===== config.mk =====
export PLATFORM = sky130hd
export DESIGN_NAME = tx_chan_router_flat
export DESIGN_NICKNAME = d
export VERILOG_FILES = /design/src/rtl/tx_inband_pkg.sv /design/src/rtl/tx_chan_router_if.sv /design/src/rtl/tx_hdr_decode.sv /design/src/rtl/tx_chan_router.sv /design/src/flat_wrapper.sv
export SDC_FILE = /design/constraint.sdc
export NUM_CORES = 1
export LEC_CHECK = 0
export CORE_MARGIN = 2
export CORE_UTILIZATION = 36
export CTS_CLUSTER_SIZE = 20
export DETAILED_ROUTE_END_ITERATION = 12
export PLACE_DENSITY = 0.69
export SYNTH_ARGS = -nofsm -noshare
export SYNTH_HDL_FRONTEND = slang
export SYNTH_SLANG_ARGS = --single-unit
export TNS_END_PERCENT = 30

===== constraint.sdc =====
create_clock -name txclk -period 2.1 [get_ports txclk]
set_clock_uncertainty 0.2 [all_clocks]
set_input_delay 0.42 -clock txclk [delete_from_list [all_inputs] [get_ports txclk]]
set_output_delay 0.42 -clock txclk [all_outputs]
set_load 0.02 [all_outputs]

===== src/rtl/tx_inband_pkg.sv =====
// tx_inband_pkg: shared inband TX constants (packet size, header channel field) and router FSM states
package tx_inband_pkg;
  localparam int PKT_WORDS = 128;
  localparam int WCNT_W = $clog2(PKT_WORDS);
  localparam int HDR_CHAN_MSB = 20;
  localparam int HDR_CHAN_LSB = 16;
  localparam logic [4:0] CMD_CHAN_ID = 5'h1F;
  typedef enum logic [1:0] {IDLE, ROUTE, DROP} tx_state_e;
endpackage


===== src/rtl/tx_chan_router_if.sv =====
// tx_chan_router_if: packer-to-channel_ram bus; master = packer/ram side, slave = router
interface tx_chan_router_if #(parameter int NUM_CHAN = 2);
  logic [31:0] usbdata_final;
  logic WR_final;
  logic [NUM_CHAN:0] chan_have_space;
  logic [NUM_CHAN-1:0] chan_txempty;
  logic [31:0] ram_data;
  logic [NUM_CHAN:0] WR_channel;
  logic [NUM_CHAN:0] WR_done_channel;
  logic have_space;
  logic tx_empty;
  logic [15:0] drop_count;
  logic busy;
  modport master (
    output usbdata_final, WR_final, chan_have_space, chan_txempty,
    input ram_data, WR_channel, WR_done_channel, have_space, tx_empty, drop_count, busy
  );
  modport slave (
    input usbdata_final, WR_final, chan_have_space, chan_txempty,
    output ram_data, WR_channel, WR_done_channel, have_space, tx_empty, drop_count, busy
  );
endinterface


===== src/rtl/tx_hdr_decode.sv =====
// tx_hdr_decode: header channel field + per-ram space flags -> dest index, valid, accept (combinational)
module tx_hdr_decode
  import tx_inband_pkg::*;
#(
  parameter int NUM_CHAN = 2
) (
  input  logic [4:0]                       chan,
  input  logic [NUM_CHAN:0]                chan_have_space,
  output logic [$clog2(NUM_CHAN+1)-1:0]    dest,
  output logic                             valid,
  output logic                             accept
);
  localparam int IW = $clog2(NUM_CHAN + 1);
  always_comb begin
    valid = chan == CMD_CHAN_ID || 32'(chan) < NUM_CHAN;
    dest = chan == CMD_CHAN_ID ? IW'(NUM_CHAN) : chan[IW-1:0];
    accept = valid && chan_have_space[dest];
  end
endmodule


===== src/rtl/tx_chan_router.sv =====
// tx_chan_router: steers 128-word inband packets to per-channel/command channel_rams, drops invalid/full
// ports: txclk, reset (sync active-low), bus (tx_chan_router_if.slave: packer word in, ram writes/flags out)
// build option TX_ROUTER_STATS_EN: implements drop_count and busy; otherwise both tie to 0
module tx_chan_router
  import tx_inband_pkg::*;
#(
  parameter int NUM_CHAN = 2
) (
  input logic          txclk,
  input logic          reset,
  tx_chan_router_if.slave bus
);
  localparam int NW = NUM_CHAN + 1;
  localparam int IW = $clog2(NW);
  tx_state_e state, state_n;
  logic [WCNT_W-1:0] wcnt;
  logic [IW-1:0] dest_q, dec_dest, wr_idx;
  logic dec_valid, dec_accept, hdr_ok, last_word, fwd, last_q;
  tx_hdr_decode #(.NUM_CHAN(NUM_CHAN)) u_dec (
    .chan(bus.usbdata_final[HDR_CHAN_MSB:HDR_CHAN_LSB]),
    .chan_have_space(bus.chan_have_space),
    .dest(dec_dest),
    .valid(dec_valid),
    .accept(dec_accept)
  );
  always_comb begin
    hdr_ok = dec_valid && dec_accept;
    last_word = wcnt == WCNT_W'(PKT_WORDS - 1);
    fwd = bus.WR_final && (state == ROUTE || (state == IDLE && hdr_ok));
    wr_idx = state == IDLE ? dec_dest : dest_q;
    state_n = !bus.WR_final ? state :
              state == IDLE ? (hdr_ok ? ROUTE : DROP) :
              last_word ? IDLE : state;
  end
  always_ff @(posedge txclk)
    if (!reset) state <= IDLE;
    else state <= state_n;
  // last_q marks the cycle carrying the final write, so WR_done repeats that one-hot a cycle later
  // and is unaffected by a back-to-back header re-latching dest_q
  always_ff @(posedge txclk)
    if (!reset) begin
      wcnt <= '0;
      dest_q <= '0;
      last_q <= 1'b0;
      bus.ram_data <= '0;
      bus.WR_channel <= '0;
      bus.WR_done_channel <= '0;
    end else begin
      if (bus.WR_final) wcnt <= state == IDLE ? WCNT_W'(1) : wcnt + 1'b1;
      if (state == IDLE) dest_q <= dec_dest;
      if (fwd) bus.ram_data <= bus.usbdata_final;
      bus.WR_channel <= fwd ? NW'(1) << wr_idx : '0;
      last_q <= fwd && state == ROUTE && last_word;
      bus.WR_done_channel <= last_q ? bus.WR_channel : '0;
    end
`ifdef TX_ROUTER_STATS_EN
  logic [15:0] drop_q;
  always_ff @(posedge txclk)
    if (!reset) drop_q <= '0;
    else if (bus.WR_final && state == IDLE && !hdr_ok && drop_q != 16'hFFFF) drop_q <= drop_q + 1'b1;
  assign bus.drop_count = drop_q;
  assign bus.busy = state != IDLE;
`else
  assign bus.drop_count = '0;
  assign bus.busy = 1'b0;
`endif
  assign bus.have_space = &bus.chan_have_space;
  assign bus.tx_empty = &bus.chan_txempty;
endmodule


===== src/flat_wrapper.sv =====
// flat-port wrapper written by rule: the top's interface ports become plain ports
module tx_chan_router_flat import tx_inband_pkg::*;
#(
  parameter int NUM_CHAN = 2
)
  (txclk, reset, bus_usbdata_final, bus_WR_final, bus_chan_have_space, bus_chan_txempty, bus_ram_data, bus_WR_channel, bus_WR_done_channel, bus_have_space, bus_tx_empty, bus_drop_count, bus_busy);
  tx_chan_router_if #(.NUM_CHAN(NUM_CHAN)) bus_i ();
  input logic txclk;
  input logic reset;
  input wire logic [$bits(bus_i.usbdata_final)-1:0] bus_usbdata_final;
  input wire logic [$bits(bus_i.WR_final)-1:0] bus_WR_final;
  input wire logic [$bits(bus_i.chan_have_space)-1:0] bus_chan_have_space;
  input wire logic [$bits(bus_i.chan_txempty)-1:0] bus_chan_txempty;
  output wire logic [$bits(bus_i.ram_data)-1:0] bus_ram_data;
  output wire logic [$bits(bus_i.WR_channel)-1:0] bus_WR_channel;
  output wire logic [$bits(bus_i.WR_done_channel)-1:0] bus_WR_done_channel;
  output wire logic [$bits(bus_i.have_space)-1:0] bus_have_space;
  output wire logic [$bits(bus_i.tx_empty)-1:0] bus_tx_empty;
  output wire logic [$bits(bus_i.drop_count)-1:0] bus_drop_count;
  output wire logic [$bits(bus_i.busy)-1:0] bus_busy;
  assign bus_i.usbdata_final = bus_usbdata_final;
  assign bus_i.WR_final = bus_WR_final;
  assign bus_i.chan_have_space = bus_chan_have_space;
  assign bus_i.chan_txempty = bus_chan_txempty;
  assign bus_ram_data = bus_i.ram_data;
  assign bus_WR_channel = bus_i.WR_channel;
  assign bus_WR_done_channel = bus_i.WR_done_channel;
  assign bus_have_space = bus_i.have_space;
  assign bus_tx_empty = bus_i.tx_empty;
  assign bus_drop_count = bus_i.drop_count;
  assign bus_busy = bus_i.busy;
  tx_chan_router #(.NUM_CHAN(NUM_CHAN)) u_core (.txclk(txclk), .reset(reset), .bus(bus_i));
endmodule

==> results of run 1 <==
-- worst max-delay path: stages --
cell             delay (ns)
clkdlybuf4s50_1        0.42
or4_4                  0.44
o22ai_4                0.18
o21a_4                 0.18
bufbuf_16              0.29
mux2i_1                0.17
-- final timing paths --
kind                                         from                              endpoint  slack [ns]  cells after the start
max                         bus_usbdata_final[17]  u_core.bus.ram_data[12]$_SDFFE_PN0P_        0.02                      6
min          u_core.bus.ram_data[15]$_SDFFE_PN0P_  u_core.bus.ram_data[15]$_SDFFE_PN0P_        0.26                      2
max reg2reg           u_core.wcnt[0]$_SDFFE_PN0P_          u_core.state[0]$_SDFFE_PN0P_        0.59                      5
min reg2reg  u_core.bus.ram_data[15]$_SDFFE_PN0P_  u_core.bus.ram_data[15]$_SDFFE_PN0P_        0.26                      2
-- power breakdown --
group | switching [mW] | leakage, nW | internal, mW
clock network | 0.282 | 0.0431 | 0.254
registers | 0.0102 | 0.404 | 0.964
logic | 0.124 | 0.792 | 0.138
-- kinds of logic after synthesis --
kind of cell,share of synthesized area [%]
other,0.1729
DFF,46.16
xor gates and xnor gates,1.616
AOI/OAI and AO/OA,3.289
buffers and inverters,11.08
adders and majority gates,0.5769
muxes,16.16
and+or+nand+nor,20.95
-- cells in the mapped netlist, types with 2 or more instances --
cell / number
nand4_1: 3
nor3b_1: 2
and3_1: 5
dfxtp_1: 50
buf_12: 3
clkbuf_1: 10
nand2b_1: 2
xor2_1: 3
nand2_1: 71
mux2i_1: 35
o21ai_0: 4
buf_4: 17
nor2_1: 8
nor2b_1: 3
nand3_1: 3
and2_1: 3
-- registers in the layout, summed over array words and instances (netlist names) --
register,flops
u_core.wcnt,7
u_core.bus.ram_data,32
u_core.bus.WR_done_channel,3
u_core.state,2
u_core.bus.WR_channel,3
u_core.last_q,1
u_core.dest_q,2
-- placed cells by master, fill, tap and decap left out, types with 2 or more instances in the layout --
cell / count
mux2i_1: 35
nand2b_1: 2
and2_1: 3
nand4_1: 3
clkdlybuf4s50_1: 73
nor3b_1: 2
xor2_1: 3
and3_1: 5
clkbuf_8: 6
dlygate4sd2_1: 5
buf_12: 3
nor2b_1: 3
nor2_1: 8
nand2_1: 71
o21ai_0: 4
dfxtp_1: 50
buf_4: 14
conb_1: 17
nand3_1: 3
-- layer usage --
layer  track usage, %  vias to the layer above  share of wire (%)
li1                 -                      923                  -
met1            15.49                      825                 44
met2            25.66                       55                 48
met3            4.725                        4                7.5
met4            3.500                        0               0.64
met5                0                        -                  0
-- area by class of cell --
type	count	area, um2	area share (%)
Sequential cell	50	1001	31.25
Tap cell	75	93.84	2.930
Timing Repair Buffer	99	1016	31.72
Inverter	1	3.754	0.1172
Multi-Input combinational cell	172	1006	31.41
Clock buffer	6	82.58	2.578
-- what timing repair did --
item                                    CTS  global route
endpoints found under the setup margin   32            18
buffers inserted                          2             0
gates cloned                              2             0
gates resized for setup                  10             0
pin swaps                                 1             1
hold buffers                              0             0
==> results.md, run 1 <==
- Die W: 81.61 um
- Dpl cells: 393
- Critical path class: input port to flip-flop
- Post-DP Area: 3030 um2
- Area share of the largest cell type after synthesis: 46.16%
- RSZ-0062 raised after global routing: yes
- DRC: 0
- Fillers: 554
- Syn_area_per_cell: 9.111 um2
- Synth area leader: dfxtp_1
- Distinct cells, synth: 32
- Rows: 28
- Setup WS post-layout: 0.02251 ns
- Clock Pin Slew Worst Setup and Hold Paths: 0.08 ns
- Post-Route Utilization: 54.42%
- Port Buf Inserts: 79
- CP max FO: 11
- Layout cells sized above 1: 9.146%
- Non-filler cells, final: 403
- CTS Sinks: 50
- DP Wirelength: 3.395 mm
- Vias: 1807
- Top cells by area, synth: dfxtp_1, mux2i_1, nand2_1, buf_4, buf_12
- CTS max path bufs: 2
- Vias in the first global route: 1684
- Clock Latency Late Sink: 0.29 ns
- Number of enable flip-flop cells after synthesis: 0
- PwrDens: 553.1 nW/um2
- Startpoint types: input port
- Antenna Violating Nets Remaining: 0
- DR vias/cell: 4.484
- Drt wl/cell: 11.59 um
- Core Area: 5886 um2
- 1st-pass router iterations: 4
- DRT iter0 DRCs: 38
- Critical path endpoint category: flip-flop
- Setup violators final: 0
- Synth Flop Type: dfxtp_1
- Total global routing overflow: 0
- GPL Wtd Cong: 0.7283
- First-pass GRT wire length: 7.245 mm
- Die H: 81.61 um
- # IOs: 97
- Hold WS: 0.2589 ns
- Max-cap violations: 0
- Total wire length: 4.670 mm
- Largest net degree at the start of global routing: 31
- Final slew viol count: 0
- Synthesized area: 2168 um2
- Final Critical Period: 2.077 ns
- Design area: 3203 um2
- Nets: 370
- Post-synthesis sequential area ratio: 46.16%
- Total Power: 1.772 mW
- Synth async-reset ratio: 0%
- Initial Util: 36.84%
- Hold Crit Class: flip-flop to flip-flop
- Fmax: 481.4 MHz
- Gate count of the mapped netlist: 238
- Yosys warns: 0
- All-Layer GR Usage: 14.00%
- CTS tree: yes
- Root Buffer: clkbuf_8
- Data arrival, critical path: 2.10 ns
- WP data required: 2.13 ns
- DIE AREA: 6660 um2
- Layout Area Growth over Synthesis: 47.72%
- Pre-CTS setup slack: -0.3847 ns
- Static Leak: 1.239 nW
- Worst vdd ir: 354.1 uV
- Yosys reg bits: 50
- H-Tree Depth: 2
- Status: completed
- Period utilisation layout: 98.93%
- Setup TNS Final: 0 ns
- Initial antenna violation count: 0
- # diodes: 0
- Final Hold Vio Count: 0
- Total clock buffers created by CTS: 5
Note: power is estimated with default switching activity, not from simulation.
==> inputs of run 2 (changes only) <==
--- a/config.mk
+++ b/config.mk
@@ -10,6 +10,7 @@
 export CTS_CLUSTER_SIZE = 20
 export DETAILED_ROUTE_END_ITERATION = 12
 export PLACE_DENSITY = 0.69
+export SKIP_CTS_REPAIR_TIMING = 1
 export SYNTH_ARGS = -nofsm -noshare
 export SYNTH_HDL_FRONTEND = slang
 export SYNTH_SLANG_ARGS = --single-unit
==> results.md, run 2 (synthesis gave the netlist of run 1 again) <==
- Design area: 3193 um2 (-0.31%)
- Initial Util: 36.84% (unchanged)
- Period utilisation layout: 97.23% (-1.7 points)
- Antenna Violating Nets Remaining: 0 (unchanged)
- CTS tree: yes
- Total global routing overflow: 0 (unchanged)
- Static Leak: 1.269 nW (+2.4%)
- Fmax: 489.8 MHz (+1.7%)
- DRC: 0 (unchanged)
- Max-cap violations: 0 (unchanged)
- H-Tree Depth: 2 (unchanged)
- Die W: 81.61 um (unchanged)
- Critical path endpoint category: flip-flop
- Clock Latency Late Sink: 0.29 ns (about the same)
- DIE AREA: 6660 um2 (unchanged)
- CP max FO: 6 (-5)
- Data arrival, critical path: 2.06 ns (-0.04 ns)
- Rows: 28 (unchanged)
- Root Buffer: clkbuf_8
- Clock Pin Slew Worst Setup and Hold Paths: 0.07 ns (about the same)
- Startpoint types: input port
- Largest registers: u_core.bus.ram_data x32, u_core.wcnt x7
- Fillers: 553 (-0.18%)
- Core Area: 5886 um2 (unchanged)
- CTS Sinks: 50 (unchanged)
- Vias: 1807 (unchanged)
- Total clock buffers created by CTS: 5 (unchanged)
- Largest net degree at the start of global routing: 31 (unchanged)
- Critical path class: input port to flip-flop
- Max reg flops: 32 (unchanged)
- GPL Wtd Cong: 0.7283 (unchanged)
- Final Critical Period: 2.042 ns (-0.03564 ns)
- Most frequent cells in the layout: clkdlybuf4s50_1, nand2_1, dfxtp_1
- First-pass GRT wire length: 6.975 mm (-3.7%)
- Nets: 368 (-0.54%)
- CTS max path bufs: 2 (unchanged)
- Total Power: 1.770 mW (-0.11%)
- Largest Register: u_core.bus.ram_data
- Layout cells sized above 1: 8.589% (-0.56 points)
- Status: completed
- Setup TNS Final: 0 ns (unchanged)
- Vias in the first global route: 1653 (-1.8%)
- Post-Route Utilization: 54.25% (-0.17 points)
- Final slew viol count: 0 (unchanged)
- Setup violators final: 0 (unchanged)
- Layout Area Growth over Synthesis: 47.26%
- DRT iter0 DRCs: 39 (+2.6%)
- Die H: 81.61 um (unchanged)
- Total wire length: 4.725 mm (+1.2%)
- # IOs: 97 (unchanged)
- # diodes: 0 (unchanged)
- Drt wl/cell: 11.78 um (+1.7%)
- Port Buf Inserts: 79 (unchanged)
- Final Hold Vio Count: 0 (unchanged)
- Initial antenna violation count: 0 (unchanged)
- WP data required: 2.12 ns (about the same)
- All-Layer GR Usage: 13.40% (-0.60 points)
- Post-DP Area: 3030 um2 (unchanged)
- DR vias/cell: 4.506 (+0.50%)
- DP Wirelength: 3.395 mm (unchanged)
- RSZ-0062 raised after global routing: no
- Most common cell after layout, fill and taps aside: clkdlybuf4s50_1
- 1st-pass router iterations: 4 (unchanged)
- Worst vdd ir: 353.0 uV (-0.30%)
- PwrDens: 554.2 nW/um2 (+0.20%)
- Hold Crit Class: flip-flop to flip-flop
run 2: changes by cell type in the layout (fill, tap and decap cells not counted), sizes merged:
| cell | previous run | this run |
|---|---|---|
| buf | 20 | 17 |
| bufbuf | 1 | 0 |
| clkbuf | 6 | 8 |
| dlygate4sd2 | 5 | 0 |
| dlymetal6s2s | 0 | 5 |
run 2: layout make-up:
type / count / area, um2 / area share, %
multi-input cells: 172 / 1006 / 31.50
repair buffers: 97 / 1006 / 31.50
flip-flops and latches: 50 / 1001 / 31.35
well taps: 75 / 93.84 / 2.939
clock buffers: 6 / 82.58 / 2.586
inverters: 1 / 3.754 / 0.1176
run 2: final timing paths:
path | slack [ns] | to | from | depth (start not counted)
max reg2reg | 0.59 | u_core.state[0]$_SDFFE_PN0P_ | u_core.wcnt[0]$_SDFFE_PN0P_ | 5
min reg2reg | 0.26 | u_core.bus.ram_data[15]$_SDFFE_PN0P_ | u_core.bus.ram_data[15]$_SDFFE_PN0P_ | 2
min | 0.26 | u_core.bus.ram_data[15]$_SDFFE_PN0P_ | u_core.bus.ram_data[15]$_SDFFE_PN0P_ | 2
max | 0.06 | u_core.bus.ram_data[14]$_SDFFE_PN0P_ | bus_usbdata_final[17] | 6
run 2: per-stage QoR:
stage                     cells  setup WS (ns)  hold slack (ns)
after CTS                   399        -0.1838           0.2632
after floorplan             254         0.1041           0.2540
after detailed placement    393        -0.3847           0.2495
final                       401        0.05815           0.2589
after global placement      393        -0.3266           0.2413
after global routing        401       0.002077           0.2735
run 2: report_power, final:
group	switching (mW)	total [mW]	internal (mW)
clock	0.280	0.535	0.254
sequential	0.0102	0.974	0.964
combinational	0.124	0.261	0.137
run 2: critical path: stages:
cell and delay [ns]:
clkdlybuf4s50_1 0.43, or4_4 0.44, o22ai_4 0.18, o21a_4 0.22, buf_4 0.19, mux2i_1 0.18
run 2: metal layers:
metal / vias to the layer above / GRT usage (%) / share of wire [%]
li1: 920 / - / -
met1: 827 / 14.95 / 44
met2: 56 / 24.18 / 48
met3: 4 / 4.725 / 7.7
met4: 0 / 3.500 / 0.70
met5: - / 0 / 0
